--- config.mk ---
export PLATFORM = sky130hd
export DESIGN_NAME = ucode_dispatch_seq
export DESIGN_NICKNAME = d
export VERILOG_FILES = /design/src/rtl/ucode_pkg.sv /design/src/rtl/ucode_entry_calc.sv /design/src/rtl/ucode_dispatch_seq.sv
export SDC_FILE = /design/constraint.sdc
export NUM_CORES = 1
export LEC_CHECK = 0
export BUFFER_PORTS_ARGS = -buffer_cell sky130_fd_sc_hd__buf_2
export CAP_MARGIN = 30
export CORE_MARGIN = 5
export CORE_UTILIZATION = 40
export CTS_BUF_LIST = sky130_fd_sc_hd__clkbuf_8
export CTS_CLUSTER_SIZE = 14
export DETAILED_ROUTE_END_ITERATION = 7
export PLACE_DENSITY = 0.61
export SYNTH_ARGS = -nofsm -noshare
export SYNTH_HDL_FRONTEND = slang
export SYNTH_SLANG_ARGS = --single-unit
--- constraint.sdc ---
create_clock -name clk -period 2.66 [get_ports clk]
set_input_delay 0.266 -clock clk [delete_from_list [all_inputs] [get_ports clk]]
set_output_delay 0.266 -clock clk [all_outputs]
set_load 0.005 [all_outputs]
--- src/rtl/ucode_pkg.sv ---
// Shared types and default dispatch table for the microcode dispatcher/sequencer.
// The optional writable base table is enabled with the UCODE_BASE_WR_EN macro.
package ucode_pkg;

    localparam int OPC_W     = 4;
    localparam int FN_W      = 5;
    localparam int UPC_W     = 16;
    localparam int NUM_DISP  = 4;
    localparam int DISP_OPC0 = 6;
    localparam int MAX_UOPS  = 64;

    typedef logic [UPC_W-1:0] upc_t;

    typedef enum logic [1:0] {
        IDLE,
        ISSUE,
        WAIT
    } useq_state_t;

    // Index 0 belongs to DISP_OPC0, index 3 to DISP_OPC0+3.
    localparam logic [NUM_DISP-1:0][UPC_W-1:0] DEF_BASE = {16'h0056, 16'h0036, 16'h0026, 16'h0006};
    localparam logic [NUM_DISP-1:0][FN_W-1:0]  DEF_MASK = {5'h1F, 5'h1F, 5'h0F, 5'h0F};

    function automatic upc_t default_base(input int k);
        upc_t r;
        r = '0;
        for (int i = 0; i < NUM_DISP; i++) begin
            if (i == k) r = DEF_BASE[i];
        end
        return r;
    endfunction

    function automatic logic [FN_W-1:0] default_mask(input int k);
        logic [FN_W-1:0] r;
        r = '0;
        for (int i = 0; i < NUM_DISP; i++) begin
            if (i == k) r = DEF_MASK[i];
        end
        return r;
    endfunction

endpackage

--- src/rtl/ucode_entry_calc.sv ---
// Combinational entry micro-PC: dispatch opcodes use base[k] + masked fn, others zero-extend.
module ucode_entry_calc
    import ucode_pkg::*;
#(
    parameter int OPC_W     = ucode_pkg::OPC_W,
    parameter int FN_W      = ucode_pkg::FN_W,
    parameter int UPC_W     = ucode_pkg::UPC_W,
    parameter int NUM_DISP  = ucode_pkg::NUM_DISP,
    parameter int DISP_OPC0 = ucode_pkg::DISP_OPC0
) (
    input  logic [OPC_W-1:0]                 opcode,
    input  logic [FN_W-1:0]                  fn,
    input  logic [NUM_DISP-1:0][UPC_W-1:0]   base_tbl,
    input  logic [NUM_DISP-1:0][FN_W-1:0]    mask_tbl,
    output logic [UPC_W-1:0]                 entry_upc
);

    always_comb begin
        entry_upc = UPC_W'(opcode);
        for (int k = 0; k < NUM_DISP; k++) begin
            if (int'(opcode) == DISP_OPC0 + k) begin
                entry_upc = base_tbl[k] + UPC_W'(fn & mask_tbl[k]);
            end
        end
    end

endmodule

--- src/rtl/ucode_dispatch_seq.sv ---
// Microcode dispatcher/sequencer: accepts an instruction, then issues micro-PCs against a 1-cycle ROM.
// Define UCODE_BASE_WR_EN to make the dispatch base table writable at run time.
module ucode_dispatch_seq
    import ucode_pkg::*;
#(
    parameter int OPC_W     = ucode_pkg::OPC_W,
    parameter int FN_W      = ucode_pkg::FN_W,
    parameter int UPC_W     = ucode_pkg::UPC_W,
    parameter int NUM_DISP  = ucode_pkg::NUM_DISP,
    parameter int DISP_OPC0 = ucode_pkg::DISP_OPC0,
    parameter int MAX_UOPS  = ucode_pkg::MAX_UOPS
) (
    input  logic                         clk,
    input  logic                         rst_n,
    input  logic                         instr_valid,
    output logic                         instr_ready,
    input  logic [OPC_W-1:0]             instr_opcode,
    input  logic [FN_W-1:0]              instr_fn,
    input  logic                         stall,
    output logic                         upc_valid,
    output logic [UPC_W-1:0]             upc,
    input  logic                         rsp_valid,
    input  logic                         rsp_last,
    input  logic                         rsp_branch,
    input  logic [UPC_W-1:0]             rsp_tgt,
    output logic                         done,
    output logic                         busy,
    output logic                         err_overrun
`ifdef UCODE_BASE_WR_EN
    ,
    input  logic                         base_wr_en,
    input  logic [$clog2(NUM_DISP)-1:0]  base_wr_idx,
    input  logic [UPC_W-1:0]             base_wr_data
`endif
);

    localparam int CNT_W = $clog2(MAX_UOPS + 1);

    useq_state_t                      state_q, state_d;
    logic [UPC_W-1:0]                 upc_q, upc_d;
    logic [CNT_W-1:0]                 uop_cnt_q, uop_cnt_d;
    logic                             err_q, err_d;
    logic                             issue;
    logic                             done_pulse;
    logic                             wd_trip;
    logic [UPC_W-1:0]                 entry_upc;
    logic [NUM_DISP-1:0][UPC_W-1:0]   def_base;
    logic [NUM_DISP-1:0][UPC_W-1:0]   base_tbl;
    logic [NUM_DISP-1:0][FN_W-1:0]    mask_tbl;

    for (genvar k = 0; k < NUM_DISP; k++) begin : g_def
        assign def_base[k] = UPC_W'(default_base(k));
        assign mask_tbl[k] = FN_W'(default_mask(k));
    end

`ifdef UCODE_BASE_WR_EN
    logic [NUM_DISP-1:0][UPC_W-1:0] base_q, base_d;

    // Writes land only while idle so a routine never sees its table change mid-flight.
    always_comb begin
        base_d = base_q;
        if (base_wr_en && state_q == IDLE) begin
            base_d[base_wr_idx] = base_wr_data;
        end
    end

    always_ff @(posedge clk or negedge rst_n) begin
        if (!rst_n) begin
            base_q <= def_base;
        end else begin
            base_q <= base_d;
        end
    end

    assign base_tbl = base_q;
`else
    assign base_tbl = def_base;
`endif

    ucode_entry_calc #(
        .OPC_W     (OPC_W),
        .FN_W      (FN_W),
        .UPC_W     (UPC_W),
        .NUM_DISP  (NUM_DISP),
        .DISP_OPC0 (DISP_OPC0)
    ) u_entry (
        .opcode    (instr_opcode),
        .fn        (instr_fn),
        .base_tbl  (base_tbl),
        .mask_tbl  (mask_tbl),
        .entry_upc (entry_upc)
    );

    // Watchdog trips when the next issue would push the per-instruction count past MAX_UOPS.
    assign wd_trip = (uop_cnt_q >= CNT_W'(MAX_UOPS));

    always_comb begin
        state_d    = state_q;
        upc_d      = upc_q;
        uop_cnt_d  = uop_cnt_q;
        err_d      = err_q;
        issue      = 1'b0;
        done_pulse = 1'b0;
        case (state_q)
            IDLE: begin
                if (instr_valid) begin
                    upc_d     = entry_upc;
                    uop_cnt_d = '0;
                    state_d   = ISSUE;
                end
            end
            ISSUE: begin
                if (!stall) begin
                    if (wd_trip) begin
                        err_d   = 1'b1;
                        state_d = IDLE;
                    end else begin
                        issue     = 1'b1;
                        uop_cnt_d = uop_cnt_q + 1'b1;
                        state_d   = WAIT;
                    end
                end
            end
            WAIT: begin
                if (rsp_valid) begin
                    if (rsp_last) begin
                        done_pulse = 1'b1;
                        state_d    = IDLE;
                    end else if (rsp_branch) begin
                        upc_d   = rsp_tgt;
                        state_d = ISSUE;
                    end else begin
                        upc_d   = upc_q + 1'b1;
                        err_d   = err_q | (&upc_q);
                        state_d = ISSUE;
                    end
                end
            end
            default: state_d = IDLE;
        endcase
    end

    always_ff @(posedge clk or negedge rst_n) begin
        if (!rst_n) begin
            state_q   <= IDLE;
            upc_q     <= '0;
            uop_cnt_q <= '0;
            err_q     <= 1'b0;
        end else begin
            state_q   <= state_d;
            upc_q     <= upc_d;
            uop_cnt_q <= uop_cnt_d;
            err_q     <= err_d;
        end
    end

    assign instr_ready = (state_q == IDLE);
    assign upc_valid   = issue;
    assign upc         = upc_q;
    assign done        = done_pulse;
    assign busy        = (state_q != IDLE);
    assign err_overrun = err_q;

endmodule

# Word-level counts from Yosys, hierarchy flattened
# Cells that the tools add are included.
# op_classes
muxes	31
eq_ne	13
addsub	6
bitwise_logic	1
n_lt_le_gt_ge	1
reduce_logical	10
# ops
op	count
$mux 16	8
$pmux 16 s2	1
$mux 7	3
$add 16x1->16 const B	1
$eq 4x4->1 const B	4
$reduce_and 16->1	1
$ne 2x2->1 const B	7
$pmux 7 s2	1
$mux 1	12
$add 7x5->8 const A	1
$mux 2	4
$reduce_and 4->1	2
$reduce_bool 2->1	4
$add 6x4->7 const A	1
$add 6x5->7 const A	1
$add 7x1->7 const B	1
$ge 7x7->1 const B	1
$pmux 2 s3	1
$reduce_and 6->1	1
$add 3x4->5 const A	1
$reduce_and 3->1	1
$eq 2x1->1 const B	1
$eq 2x2->1 const B	1
$logic_not 2->1	1
2 further kinds	2
# totals
elab_cells	66
register_bits	26
out_inout_bits	21
inputBits	32

# Longest topological paths before layout
# Gate-level depths: netlist of run 1.
# logic_depth
word_depth	7
ltp_mapped	8
depth_no_buf	7

# Hierarchy
# A second synthesis of run 1 with hierarchy kept.
# unflattened
hier_cells	537
hier_area_um2	4087.7
# by_module_without_submodules
module	n_inst	seq_area_each_um2	area_per_inst_um2	cells_per_inst
ucode_entry_calc	1	0.0	2217.1	314
ucode_dispatch_seq	1	650.6	1870.5	223

# Worst setup path after synthesis of run 1
# OpenSTA, ideal clock, no wires.
# synth_timing
kind	register -> register
start	reg state_q[0]
end	reg upc_q[14] (netlist: upc[14])
stages_incl_launch_ff	9
n_path_buf	1
required_time_ns	2.536
setup_slack_ns	0.729
arrival_time_ns	1.807
setup_ns	0.124
synth_period_minus_slack_ns	1.931
path_cell_list	dfrtp_1 -> inv_1 -> ha_1 -> and3b_1 -> buf_6 -> o21ai_4 -> nor2_2 -> a32o_1 -> a211o_1
# synth_via
elab_chain_len	3
elab_cells_between_ends	8
cone_classes	eq/ne (4); mux (1); reduce/logical (3)
# synth_lines
element	line	rtl
from (decl)	ucode_dispatch_seq.sv:39	useq_state_t state_q, state_d;
from (signal assigned)	ucode_dispatch_seq.sv:150	state_q <= state_d;
$eq 2x2->1 or $logic_not 2->1 (tied branches)	ucode_dispatch_seq.sv:104	case (state_q)
$ne 2x2->1 (no line) or $reduce_bool 2->1 (tied branches)	--	
$reduce_and 4->1 (no line)	--	
to (signal assigned)	ucode_dispatch_seq.sv:151	upc_q <= upc_d;
to (decl)	ucode_dispatch_seq.sv:40	logic [UPC_W-1:0] upc_q, upc_d;
# Several ways; a longest one is shown, not always the timed one.
# A chain may end at the register's enable or synchronous reset.

# Final worst setup path of run 1
# Ends and elaborated chain as after synthesis.

==> results of run 1 <==
==> kinds of logic (layout without fill, tap and decap cells) <==
| group | Yosys count | in the layout | synth area share, % |
|---|---|---|---|
| fa+ha+maj | 7 | 7 | 4.69 |
| buf+inv | 22 | 73 | 4.96 |
| compound gates | 70 | 70 | 24.7 |
| flops | 26 | 26 | 34.8 |
| xor+xnor | 11 | 11 | 5.16 |
| mux | 4 | 4 | 2.28 |
| simple gates | 87 | 87 | 23.4 |
==> timing repair <==
action                    CTS  global route
hold endpoints to repair    4             0
buffers inserted            0             0
hold buffers                1             0
==> layer usage <==
layer / wire, um / track usage (%) / share of wire, %
met5: 0 / 0 / 0
met4: 25 / 2.45 / 0.49
met3: 308 / 4.35 / 6.0
met2: 2360 / 27.2 / 46
met1: 2440 / 24.8 / 48
==> layout make-up <==
type                    instances  share of cell area [%]
inverters                      14                    2.34
repair buffers                 55                    12.7
multi-input cells             179                    50.0
clock buffers                   3                    1.84
clock inverters                 1                    1.33
flip-flops and latches         26                    28.9
well taps                      52                    2.89
==> worst max-delay path: stages (launching register included) <==
cell     delay (ps)
dfrtp_1         430
inv_1           100
ha_1            170
buf_4           200
nor2b_1         100
o21ai_4         420
nor2_2          160
a32o_1          300
a211o_1         260
==> registers in the layout, summed over array words and instances, names as in the netlist <==
name         count
uop_cnt_q        7
upc             16
state_q          2
err_overrun      1
==> worst paths after layout <==
| path | slack [ps] | endpoint | cells past startpoint | startpoint |
|---|---|---|---|---|
| setup / recovery | 410 | upc[14] | 8 | state_q[0] |
| setup reg to reg | 410 | upc[14] | 8 | state_q[0] |
| max in group asynchronous | 1730 | upc[5] | 2 | rst_n |
| min in group asynchronous | 530 | err_overrun | 2 | rst_n |
| hold / removal | 250 | upc[8] | 3 | rsp_tgt[8] |
| hold reg to reg | 500 | err_overrun | 1 | err_overrun |
==> per-stage QoR <==
| stage | std cells | power, mW |
|---|---|---|
| after global routing | 330 | 1.92 |
| final | 330 | 1.77 |
| after floorplan | 227 | 1.16 |
| after global placement | 325 | 1.44 |
| after CTS | 330 | 1.78 |
| after detailed placement | 325 | 1.44 |
==> layout by cell type (no fill, tap or decap), drive strengths merged, types with 2 or more instances in the layout <==
cell type   n
a21oi      10
nor2b       3
nand4       5
nand3       8
a31oi       5
a221oi      2
a22oi       2
a32oi       2
nor4        4
ha          7
dfrtp      26
o21ai      26
nand2      32
buf        54
o21a        3
a211oi      3
mux2        2
nor3        6
clkbuf      3
nor3b       2
nand2b      2
and3        3
or3         2
mux2i       2
o2bb2ai     2
inv        14
o211ai      4
nor2       16
xnor2       4
xor2        7
==> power groups by stage <==
stage	combinational (mW)	sequential, mW	clock, mW
CTS	0.797	0.644	0.341
global placement	0.786	0.654	0
finish	0.790	0.648	0.333
global route	0.896	0.667	0.356
floorplan	0.532	0.626	0
detailed placement	0.792	0.652	0
==> impl_metrics.py, run 1 <==
metrics = {
    "clocking": {
        "path_clk_slew_ps": 90,
        "clock_path_buffers": 2,
        "cts_buffers": 3,
        "worstSkewPairLatency_ps": 280,
        "postCtsResizedCells": 0,
        "h-tree-depth": 1,
        "cts-root-buf": "clkbuf_8",
        "tritoncts": "built",
        "clkSinkCount": 26,
    },
    "finish": {
        "final_area_um2": 2250,
        "syn_to_final_growth_pct": 20.4,
        "nets": 318,
        "n_antenna_cell": 0,
        "final_util_pct": 50.6,
        "fillers": 453,
        "seq_area_um2": 651,
        "multi_input_area_um2": 1120,
        "drive_above_1_share_pct": 24.1,
    },
    "global_routing": {
        "grt_pass1_wl_um": 8750,
        "antenna_found_initial": 0,
        "grt_pass1_vias": 1825,
        "grt_usage_pct": 17.4,
        "overflow": 0,
        "grt_max_degree": 27,
    },
    "die": {
        "core_um2": 4440,
        "dieArea_um2": 6140,
        "die_y_um": 78.3,
        "rows": 24,
        "dieWidth_um": 78.3,
        "initial_utilization_pct": 42.0,
        "num_io_pins": 53,
    },
    "yosys": {
        "synth_edf_count": 0,
        "avgSynthCellArea_um2": 8.23,
        "yosysTopAreaCellShare_pct": 34.8,
        "synth.top_cells.by_count": "nand2_1, dfrtp_1, o21ai_0",
        "post-synth-top-count-cell": "nand2_1",
        "syn_area_um2": 1870,
        "yosysTopAreaCell": "dfrtp_1",
        "yosysUniqueCellTypes": 52,
        "ys.flop_type": "dfrtp_1",
        "yosys_warnings": 0,
        "ys_ff_latch": 26,
        "syn-num-nets": 266,
        "async_reset_ff_share_pct": 100,
        "seq_area_frac_synth_pct": 34.8,
        "synth_area_leaders": "dfrtp_1, nand2_1, o21ai_0",
        "synthCells": 227,
    },
    "timing": {
        "fin_ws_ps": 415,
        "slew_violations": 0,
        "rsz0062_at_grt": "no",
        "fin_skew_ps": 2.23,
        "tns_ps": 0,
        "max_freq_ghz": 0.445,
        "max-slew-margin-rel_pct": 58.9,
        "period_needed_ps": 2250,
        "hold_viol_final": 0,
        "worst_pin_slew_ps": 617,
        "holdWs_ps": 246,
        "fin_crit_sh_pct": 84.4,
        "setup_violations": 0,
    },
    "worst_setup_path": {
        "worstSetupEndpointType": "flop",
        "path_class": "reg2reg",
        "worst_ep_required_time_ps": 2830,
        "cp-start-kind": "flop",
        "arrival_ps": 2410,
        "cp_max_fo": 19,
    },
    "power_and_ir_drop": {
        "switching_power_mw": 0.734,
        "p_int_mw": 1.04,
        "p_sw_share_pct": 41.4,
        "pwr-share-seq_pct": 36.6,
        "leakagePower_nw": 1.03,
        "share_comb_of_total_power_pct": 44.6,
        "pwr-share-clk_pct": 18.8,
        "peakVddDrop_mv": 0.324,
        "power_density_nw_per_um2": 787,
    },
    "run": {
        "cap_violations": 0,
    },
    "drt": {
        "dr.pass1.iters": 4,
        "first_iter_violations": 101,
        "via_per_inst": 5.62,
        "drc": 0,
        "wl_um": 5140,
        "via_count": 1854,
        "wl_per_cell_um": 15.6,
        "final_antenna_net_count": 0,
    },
    "hold_path": {
        "min_path_type": "in2reg",
    },
    "placed_design": {
        "dpl_cell_area_um2": 2170,
        "dp_hpwl_um": 3850,
        "io_buffer_count": 52,
        "gp_congestion": 0.800,
        "preCtsSetupSlack_ps": 443,
    },
    "status": {
        "status": "complete, no violations",
    },
}
Note: power is estimated with default switching activity, not from simulation.
==> run 2: changes to the inputs <==
==> constraint.sdc (replaced) <==
create_clock -name clk -period 2.2 [get_ports clk]
set_input_delay 0.22 -clock clk [delete_from_list [all_inputs] [get_ports clk]]
set_output_delay 0.22 -clock clk [all_outputs]
set_load 0.005 [all_outputs]
==> impl_metrics.py, run 2 (same netlist as run 1, synthesis figures left out) <==
metrics = {
    "status": {
        "status": "complete, no violations",
    },
    "clocking": {
        "worstSkewPairLatency_ps": 270,
        "cts_buffers": 3,
        "clkSinkCount": 26,
        "clock_path_buffers": 2,
        "cts-root-buf": "clkbuf_8",
        "path_clk_slew_ps": 90,
        "h-tree-depth": 1,
        "tritoncts": "built",
        "post_cts_buffers": 0,
    },
    "timing": {
        "hold_viol_final": 0,
        "tns_ps": 0,
        "fin_ws_ps": 224,
        "fin_crit_sh_pct": 89.8,
        "max-slew-margin-rel_pct": 59.6,
        "setup_violations": 0,
        "slew_violations": 0,
        "period_needed_ps": 1980,
        "rsz0062_at_grt": "no",
        "fin_skew_ps": 4.77,
        "max_freq_ghz": 0.506,
        "worst_pin_slew_ps": 606,
    },
    "global_routing": {
        "grt_max_degree": 27,
        "grt_pass1_wl_um": 8880,
        "grt_pass1_vias": 1833,
        "overflow": 0,
        "grt_usage_pct": 17.5,
        "antenna_found_initial": 0,
    },
    "worst_setup_path": {
        "max_stage_delay_ps": 410,
        "path_class": "reg2reg",
        "path_cells": "inv_1 -> ha_1 -> and3b_1 -> o21ai_4 -> nor2_2 -> a32o_1 -> a211o_1",
        "critPathBufInv": 1,
        "crit_slowest_cell": "dfrtp_1",
        "worst_ep_required_time_ps": 2360,
        "r2r_slack_ps": 220,
        "critPathTopFamily": "compound AO/OA/AOI/OAI gates",
        "cp-start-kind": "flop",
        "cp_max_fo": 10,
        "arrival_ps": 2140,
        "worstSetupEndpointType": "flop",
    },
    "finish": {
        "syn_to_final_growth_pct": 21.9,
        "fillers": 477,
        "largest_reg_flops": 16,
        "final_area_um2": 2280,
        "n_antenna_cell": 0,
        "layout_common_cells": "buf_2, nand2_1, dfrtp_1",
        "nets": 321,
        "seq_area_um2": 651,
        "final_common_cell": "buf_2",
        "drive_above_1_share_pct": 25.3,
        "multi_input_area_um2": 1130,
    },
    "die": {
        "rows": 24,
        "dieArea_um2": 6140,
        "die_y_um": 78.3,
        "dieWidth_um": 78.3,
        "num_io_pins": 53,
        "initial_utilization_pct": 42.0,
        "core_um2": 4440,
    },
    "drt": {
        "drc": 0,
        "wl_um": 5160,
        "wl_per_cell_um": 15.5,
        "first_iter_violations": 84,
        "via_per_inst": 5.67,
        "final_antenna_net_count": 0,
        "via_count": 1887,
        "dr.pass1.iters": 5,
    },
    "placed_design": {
        "preCtsSetupSlack_ps": 248,
        "dpl_cell_area_um2": 2190,
        "dp_hpwl_um": 4040,
        "io_buffer_count": 52,
        "gp_congestion": 0.796,
    },
    "power_and_ir_drop": {
        "peakVddDrop_mv": 0.617,
        "power_density_nw_per_um2": 954,
        "leakagePower_nw": 1.04,
    },
    "run": {
        "cap_violations": 0,
    },
    "hold_path": {
        "min_path_type": "in2reg",
    },
}
-- run 2: timing repair --
item                                    4_1_cts  5_1_grt
hold endpoints to repair                     26        0
endpoints found under the setup margin        0        2
gates resized for setup                       0        1
hold buffers                                  1        0
-- run 2: worst paths after layout --
check | startpoint | to | cells after the start
worst max-delay path | state_q[0] | upc[14] | 7
worst min-delay path | rsp_tgt[12] | upc[12] | 3
worst max register to register | state_q[0] | upc[14] | 7
worst min register to register | err_overrun | err_overrun | 1
max in group asynchronous | rst_n | upc[7] | 2
min in group asynchronous | rst_n | err_overrun | 2
-- run 2: tightest hold or removal path, cell delays in order --
cell and delay, ps:
buf_2 80, a32oi_1 80, nand2_1 70
-- run 2: layer usage --
metal	GRT usage (%)	part of all wire [%]	routed length, um	up-vias
li1	-	-	-	941
met1	24.7	50	2570	892
met2	29.1	45	2300	52
met3	3.32	5.4	277	2
met4	1.05	0.23	12	0
met5	0	0	0	-
-- run 2: final cells by class --
cell class | instances | area share, %
Clock buffer | 3 | 1.81
Clock inverter | 1 | 1.32
Inverter | 14 | 2.31
Multi-Input combinational cell | 179 | 49.6
Sequential cell | 26 | 28.6
Tap cell | 52 | 2.86
Timing Repair Buffer | 58 | 13.5
-- run 2: metrics by stage --
stage                     hold slack, ps  power [mW]  util [%]  instances
final                                207        2.17      51.2        333
after global routing                 230        2.36      51.2        333
after CTS                            206        2.19      51.1        333
after detailed placement             272        1.78      49.3        328
after global placement               272        1.77      49.3        328
after floorplan                    -75.6        1.40         -        227
-- run 2: report_power, final --
part	internal [mW]	total, mW	switching (mW)
logic	0.435	0.992	0.558
clock network	0.244	0.399	0.156
registers	0.604	0.781	0.178
total	1.28	2.17	0.891
==> run 3: changes to the inputs <==
--- a/config.mk
+++ b/config.mk
@@ -7,7 +7,6 @@
 export LEC_CHECK = 0
 export BUFFER_PORTS_ARGS = -buffer_cell sky130_fd_sc_hd__buf_2
 export CAP_MARGIN = 30
-export CORE_MARGIN = 5
 export CORE_UTILIZATION = 40
 export CTS_BUF_LIST = sky130_fd_sc_hd__clkbuf_8
 export CTS_CLUSTER_SIZE = 14
==> impl_metrics.py, run 3 (same netlist as run 1, synthesis figures left out) <==
metrics = {
    "status": {
        "status": "complete, no violations",
    },
    "clocking": {
        "cts-root-buf": "clkbuf_8",
        "tritoncts": "built",
        "worstSkewPairLatency_ps": 280,
        "post_cts_buffers": 0,
        "clkSinkCount": 26,
        "clock_path_buffers": 2,
        "h-tree-depth": 1,
        "path_clk_slew_ps": 100,
        "cts_buffers": 3,
    },
    "hold_path": {
        "min_path_type": "in2reg",
    },
    "finish": {
        "n_antenna_cell": 0,
        "syn_to_final_growth_pct": 22.3,
        "final_common_cell": "buf_2",
        "nets": 322,
        "layout_common_cells": "buf_2, nand2_1, dfrtp_1",
        "largest_reg_flops": 16,
        "drive_above_1_share_pct": 25.5,
    },
    "die": {
        "rows": 24,
        "dieWidth_um": 70.3,
        "dieArea_um2": 4950,
        "core_um2": 4410,
        "initial_utilization_pct": 42.3,
        "die_y_um": 70.3,
        "num_io_pins": 53,
    },
    "timing": {
        "slew_violations": 0,
        "tns_ps": 0,
        "fin_ws_ps": 242,
        "max-slew-margin-rel_pct": 59.1,
        "max_freq_ghz": 0.511,
        "setup_violations": 0,
        "period_needed_ps": 1960,
        "holdWs_ps": 198,
        "fin_crit_sh_pct": 89.0,
        "worst_pin_slew_ps": 614,
        "fin_skew_ps": 6.18,
        "hold_viol_final": 0,
        "rsz0062_at_grt": "no",
    },
    "drt": {
        "wl_um": 4930,
        "via_per_inst": 5.54,
        "wl_per_cell_um": 14.8,
        "first_iter_violations": 96,
        "dr.pass1.iters": 4,
        "final_antenna_net_count": 0,
        "via_count": 1852,
        "drc": 0,
    },
    "worst_setup_path": {
        "path_cells": "inv_1 -> ha_1 -> nand2b_1 -> o21ai_4 -> nor2_2 -> a32o_1 -> a211o_1",
        "path_class": "reg2reg",
        "critPathBufInv": 1,
        "worstSetupEndpointType": "flop",
        "crit_slowest_cell": "dfrtp_1",
        "cp_max_fo": 8,
        "worst_ep_required_time_ps": 2370,
        "critPathTopFamily": "compound AO/OA/AOI/OAI gates",
        "max_stage_delay_ps": 420,
        "cp-start-kind": "flop",
        "arrival_ps": 2130,
    },
    "global_routing": {
        "grt_pass1_wl_um": 8320,
        "grt_max_degree": 27,
        "grt_usage_pct": 21.0,
        "grt_pass1_vias": 1706,
        "overflow": 0,
        "antenna_found_initial": 0,
    },
    "placed_design": {
        "gp_congestion": 0.831,
        "io_buffer_count": 52,
        "preCtsSetupSlack_ps": 271,
        "dp_hpwl_um": 3730,
    },
    "power_and_ir_drop": {
        "peakVddDrop_mv": 0.528,
        "pwr-share-seq_pct": 35.8,
        "p_sw_share_pct": 40.7,
        "switching_power_mw": 0.890,
        "share_comb_of_total_power_pct": 45.5,
        "pwr-share-clk_pct": 18.7,
        "leakagePower_nw": 1.05,
        "p_int_mw": 1.30,
        "power_density_nw_per_um2": 957,
    },
    "run": {
        "cap_violations": 0,
    },
}
-- run 3: power by group through the flow --
stage / Clock (mW) / Combinational [mW] / Sequential, mW
6_report: 0.408 / 0.996 / 0.782
5_1_grt: 0.431 / 1.13 / 0.808
4_1_cts: 0.415 / 1.00 / 0.781
3_5_place_dp: 0 / 0.992 / 0.791
3_3_place_gp: 0 / 0.994 / 0.787
2_1_floorplan: 0 / 0.643 / 0.757
-- run 3: what timing repair did --
action / in CTS / in global routing
hold endpoints to repair: 26 / 0
gates resized for setup: 0 / 1
endpoints found under the setup margin: 0 / 3
hold buffers: 1 / 0
-- run 3: cell type report --
type | instances | area, um^2
clock buffers | 3 | 41.3
clock inverters | 1 | 30.0
fillers | 419 | 2130
inverters | 14 | 52.6
multi-input cells | 179 | 1130
flip-flops and latches | 26 | 651
well taps | 52 | 65.1
repair buffers | 59 | 315
-- run 3: worst paths after layout --
| path | from | end | slack (ps) | depth (start not counted) |
|---|---|---|---|---|
| worst min register to register | err_overrun | err_overrun | 470 | 1 |
| worst max-delay path | state_q[0] | upc[14] | 240 | 7 |
| worst min-delay path | rsp_tgt[12] | upc[12] | 200 | 3 |
| min in group asynchronous | rst_n | err_overrun | 480 | 2 |
| worst max register to register | state_q[0] | upc[14] | 240 | 7 |
| max in group asynchronous | rst_n | upc[14] | 1320 | 2 |
-- run 3: stage by stage --
stage / instances / power [mW] / cell area, um^2 / utilization, %
2_1_floorplan: 227 / 1.40 / 1870 / -
3_3_place_gp: 329 / 1.78 / 2200 / 49.8
3_5_place_dp: 329 / 1.78 / 2200 / 49.8
4_1_cts: 334 / 2.20 / 2280 / 51.6
5_1_grt: 334 / 2.37 / 2280 / 51.8
6_report: 334 / 2.19 / 2280 / 51.8
-- run 3: routing by layer --
| layer | part of all wire [%] | global-route usage [%] | up-vias |
|---|---|---|---|
| met5 | 0 | 0 | - |
| met4 | 0.97 | 5.11 | 0 |
| met3 | 5.3 | 3.75 | 4 |
| met2 | 45 | 31.6 | 55 |
| met1 | 49 | 30.8 | 850 |
| li1 | - | - | 943 |
-- run 3: worst register-to-register path, delay by kind of cell, from the launching register on --
kind / cells / cell delay (ps)
AO/OA/AOI/OAI: 3 / 710
adder cells (fa/ha/maj): 1 / 290
buffers and inverters: 1 / 90
flip-flops: 1 / 420
AND/OR/NAND/NOR: 2 / 330
